===== src/rtl/adder_insta_amisha.sv =====
// Dual independent registered ripple-carry adders (W4-bit and W8-bit), 1-cycle latency.
// Define ADDER_INSTA_OVF_EN to add registered signed-overflow flags ov4_amisha/ov8_amisha.

module adder_insta_fa (
  input  logic a_i,
  input  logic b_i,
  input  logic c_i,
  output logic s_o,
  output logic co_o
);
  assign s_o  = a_i ^ b_i ^ c_i;
  assign co_o = (a_i & b_i) | (c_i & (a_i ^ b_i));
endmodule

module adder_insta_rca #(
  parameter int W = 4
) (
  input  logic [W-1:0] a_i,
  input  logic [W-1:0] b_i,
  output logic [W-1:0] sum_o,
  output logic         co_o
);
  logic [W:0] carry;

  assign carry[0] = 1'b0;

  for (genvar i = 0; i < W; i++) begin : g_bit
    adder_insta_fa u_fa (
      .a_i  (a_i[i]),
      .b_i  (b_i[i]),
      .c_i  (carry[i]),
      .s_o  (sum_o[i]),
      .co_o (carry[i+1])
    );
  end

  assign co_o = carry[W];
endmodule

module adder_insta_amisha #(
  parameter int W4 = 4,
  parameter int W8 = 8
) (
  input  logic          clk_amisha,
  input  logic          rst_n_amisha,
  input  logic [W4-1:0] a4_amisha,
  input  logic [W4-1:0] b4_amisha,
  output logic [W4-1:0] sum4_amisha,
  output logic          c4_amisha,
`ifdef ADDER_INSTA_OVF_EN
  output logic          ov4_amisha,
  output logic          ov8_amisha,
`endif
  input  logic [W8-1:0] a8_amisha,
  input  logic [W8-1:0] b8_amisha,
  output logic [W8-1:0] sum8_amisha,
  output logic          c8_amisha
);
  logic [W4-1:0] sum4_d, sum4_q;
  logic          c4_d, c4_q;
  logic [W8-1:0] sum8_d, sum8_q;
  logic          c8_d, c8_q;

  adder_insta_rca #(.W(W4)) u_add4 (
    .a_i   (a4_amisha),
    .b_i   (b4_amisha),
    .sum_o (sum4_d),
    .co_o  (c4_d)
  );

  adder_insta_rca #(.W(W8)) u_add8 (
    .a_i   (a8_amisha),
    .b_i   (b8_amisha),
    .sum_o (sum8_d),
    .co_o  (c8_d)
  );

  always_ff @(posedge clk_amisha or negedge rst_n_amisha) begin
    if (!rst_n_amisha) begin
      sum4_q <= '0;
      c4_q   <= 1'b0;
      sum8_q <= '0;
      c8_q   <= 1'b0;
    end else begin
      sum4_q <= sum4_d;
      c4_q   <= c4_d;
      sum8_q <= sum8_d;
      c8_q   <= c8_d;
    end
  end

  assign sum4_amisha = sum4_q;
  assign c4_amisha   = c4_q;
  assign sum8_amisha = sum8_q;
  assign c8_amisha   = c8_q;

`ifdef ADDER_INSTA_OVF_EN
  logic ov4_d, ov4_q;
  logic ov8_d, ov8_q;

  // Signed overflow: operands agree in sign but the result sign flips.
  assign ov4_d = (a4_amisha[W4-1] == b4_amisha[W4-1]) && (sum4_d[W4-1] != a4_amisha[W4-1]);
  assign ov8_d = (a8_amisha[W8-1] == b8_amisha[W8-1]) && (sum8_d[W8-1] != a8_amisha[W8-1]);

  always_ff @(posedge clk_amisha or negedge rst_n_amisha) begin
    if (!rst_n_amisha) begin
      ov4_q <= 1'b0;
      ov8_q <= 1'b0;
    end else begin
      ov4_q <= ov4_d;
      ov8_q <= ov8_d;
    end
  end

  assign ov4_amisha = ov4_q;
  assign ov8_amisha = ov8_q;
`endif
endmodule


===== config.mk =====
export PLATFORM = sky130hd
export DESIGN_NAME = adder_insta_amisha
export DESIGN_NICKNAME = d
export VERILOG_FILES = /design/src/rtl/adder_insta_amisha.sv
export SDC_FILE = /design/constraint.sdc
export NUM_CORES = 1
export LEC_CHECK = 0
export CAP_MARGIN = 20
export CORE_MARGIN = 2
export CORE_UTILIZATION = 37
export CTS_BUF_LIST = sky130_fd_sc_hd__clkbuf_4
export CTS_CLUSTER_SIZE = 20
export DETAILED_ROUTE_END_ITERATION = 12
export GPL_TIMING_DRIVEN = 0
export PLACE_DENSITY = 0.81
export SETUP_SLACK_MARGIN = 0.3
export SLEW_MARGIN = 20
export SYNTH_ARGS = -nofsm -noshare
export SYNTH_HDL_FRONTEND = slang
export SYNTH_SLANG_ARGS = --single-unit

===== constraint.sdc =====
create_clock -name clk_amisha -period 0.8 [get_ports clk_amisha]
set_clock_uncertainty 0.05 [all_clocks]
set_input_delay 0.16 -clock clk_amisha [delete_from_list [all_inputs] [get_ports clk_amisha]]
set_output_delay 0.16 -clock clk_amisha [all_outputs]
set_load 0.01 [all_outputs]

==> results_dict.tcl <==
set metrics [dict create \
    outcome "complete, but fails checks" \
    violations "hold timing, setup timing" \
    synth_seq_cells 14 \
    worst_ep_required_time_ns 0.96 \
    port_buffers 39 \
    nFillCells 115 \
    htree_levels 1 \
    start_util_pct 40.53 \
    grtUsageTotal_pct 13.10 \
    design.die.area_um2 2054 \
    worst-path-buf-inv 3 \
    numCtsBuffers 3 \
    synthCells 41 \
    drc 0 \
    vias_per_cell 4.380 \
    grt_first_pass_wirelength_mm 1.807 \
    crit_path_max_fanout 1 \
    place.gp.congestion 0.6209 \
    peakVddDrop_v 0.001267 \
    fin_crit_sh_pct 353.6 \
    wl_mm 1.149 \
    worst_pin_slew_ns 0.3333 \
    die_h_um 45.33 \
    antenna_cells 0 \
    vias 438 \
    overflow 0 \
    max_freq_ghz 0.3535 \
    io_pins 40 \
    num_rows 14 \
    fp.coreArea_um2 1559 \
    cts_tree "yes" \
    synth_commonest_cells "15 x inv_1, 14 x dfrtp_1, 10 x fa_1" \
    ant_nets 0 \
    cts.clk_slew.worst_paths_ns 0.09 \
    hold_viol_final 14 \
    cp_common_cell "fa_2" \
    setup_viol 25 \
    synth_ff_type "dfrtp_1" \
    power.density_nw_per_um2 1634 \
    antenna_found_initial 0 \
    leakage_nw 0.4986 \
    grt_max_degree 15 \
    endpoint_kind "flop" \
    drt_iter0_markers 4 \
    synthesis.area_um2 631.9 \
    cts_root_buf "clkbuf_4" \
    rsz0062_at_grt "yes" \
    startpoint_type "primary input" \
    multiInputGateArea_um2 275.3 \
    tns_ns -12.63 \
    drive_gt1_share_pct 51.19 \
    critical_path.cell_chain "buf_6 -> ha_4 -> fa_2 -> fa_2 -> fa_2 -> fa_2 -> fa_2 -> fa_2 -> inv_2 -> fa_2 -> inv_1" \
    avgSynthCellArea_um2 15.41 \
    fin_nets 123 \
    dpl_worst_slack_ns -2.711 \
    drv_cap 0 \
    critical_path.max_stage_delay_ns 0.41 \
    cp.arrival_ns 2.99 \
    seq_area_frac_synth_pct 55.45 \
    clockBufferDepth 2 \
    yosys_warnings 0 \
    min_period_ns 2.829 \
    postCtsSetupBuffers 0 \
    fin_ws_ns -2.029 \
    synth_edf_count 0 \
    routedWlPerCell_um 11.49 \
    cp_slowest_cell "fa_2" \
    grt_pass1_vias 447 \
    syn_to_final_growth_pct 66.34 \
    p_total_mw 1.717 \
    maxSlewViolCount 0 \
    hold_ws_ns -0.2772 \
    syn-num-nets 79 \
    synthArstFlopShare_pct 100.0 \
    cts_sinks 14 \
    synth_top_area_cell "dfrtp_1" \
    synth_top_cells_by_area "dfrtp_1 55%, fa_1 32%, inv_1 8.9%, ha_1 4.0%" \
    firstDrtPassIters 2 \
    criticalPathCategory "in2reg" \
    hold_class "in2async" \
    final_cell_area_um2 1051 \
    critPathTopFamily "adder cells" \
    yosysMostFrequentCell "inv_1" \
    synth.distinct_cells 4 \
    seq_area_um2 350.3 \
    place_area_um2 1092 \
    relSlewSlack_pct 77.78 \
    synth_top_area_share_pct 55.45 \
    die_w_um 45.33 \
    hpwl_mm 1.018 \
]
## placed cells by master, fill, tap and decap left out
master           netlist  final
ha_4                   0      2
dfrtp_1               14     14
inv_1                 15      8
buf_8                  0      1
buf_2                  0     13
clkdlybuf4s50_1        0     16
clkbuf_4               0      3
inv_2                  0      6
clkdlybuf4s15_1        0      2
inv_4                  0      1
buf_6                  0      4
clkbuf_2               0      3
fa_2                   0     10
clkinv_1               0      1
## final cells by class
| type | instances | share of cell area (%) |
|---|---|---|
| inverters | 15 | 5.595 |
| multi-input cells | 12 | 26.19 |
| flip-flops and latches | 14 | 33.33 |
| clock inverters | 1 | 0.3571 |
| clock buffers | 3 | 2.143 |
| well taps | 16 | 1.905 |
| repair buffers | 39 | 30.48 |
## registers in the layout (all words and copies together) (netlist names)
name,flops
c4_amisha,1
sum8_amisha,8
sum4_amisha,4
c8_amisha,1
## routing by layer
layer	track usage [%]	wire [um]	vias up
met5	0	0	-
met4	1.765	0	0
met3	6.400	130	0
met2	25.14	651	29
met1	12.70	366	213
li1	-	-	196
## kinds of logic after synthesis
group	Yosys count	synth area share [%]
adder cells (fa/ha/maj)	12	35.64
buffers and inverters	15	8.910
flip-flops	14	55.45
## path summary, 6_finish.rpt
path                               from                       end  slack, ns  cells past startpoint
max in group asynchronous  rst_n_amisha  sum8_amisha[3]$_DFF_PN0_       0.72                      1
worst max-delay path       b8_amisha[0]  sum8_amisha[7]$_DFF_PN0_      -2.03                     11
worst min-delay path       rst_n_amisha  sum4_amisha[1]$_DFF_PN0_      -0.28                      1
min in group clk_amisha    a8_amisha[0]  sum8_amisha[0]$_DFF_PN0_       0.05                      2
## timing repair
item                                    CTS  global route
endpoints found under the setup margin   42            40
pin swaps                                11             9
resized for setup                        84            11
endpoints found under the hold margin    14            14
## metrics by stage
| step | util (%) | std cells | hold slack [ns] |
|---|---|---|---|
| final | 67.42 | 100 | -0.2772 |
| after global routing | 67.42 | 100 | -0.2573 |
| after CTS | 67.26 | 100 | -0.02527 |
| after detailed placement | 70.06 | 96 | 0.5335 |
| after global placement | 70.06 | 96 | 0.5355 |
| after floorplan | - | 41 | -0.1856 |
## where the power goes
part	switching, mW	internal, mW	total, mW
Combinational	0.225	0.265	0.490
Clock	0.204	0.180	0.384
Sequential	0.0252	0.818	0.843
Total	0.454	1.26	1.72
(Power assumes the default switching activity.)
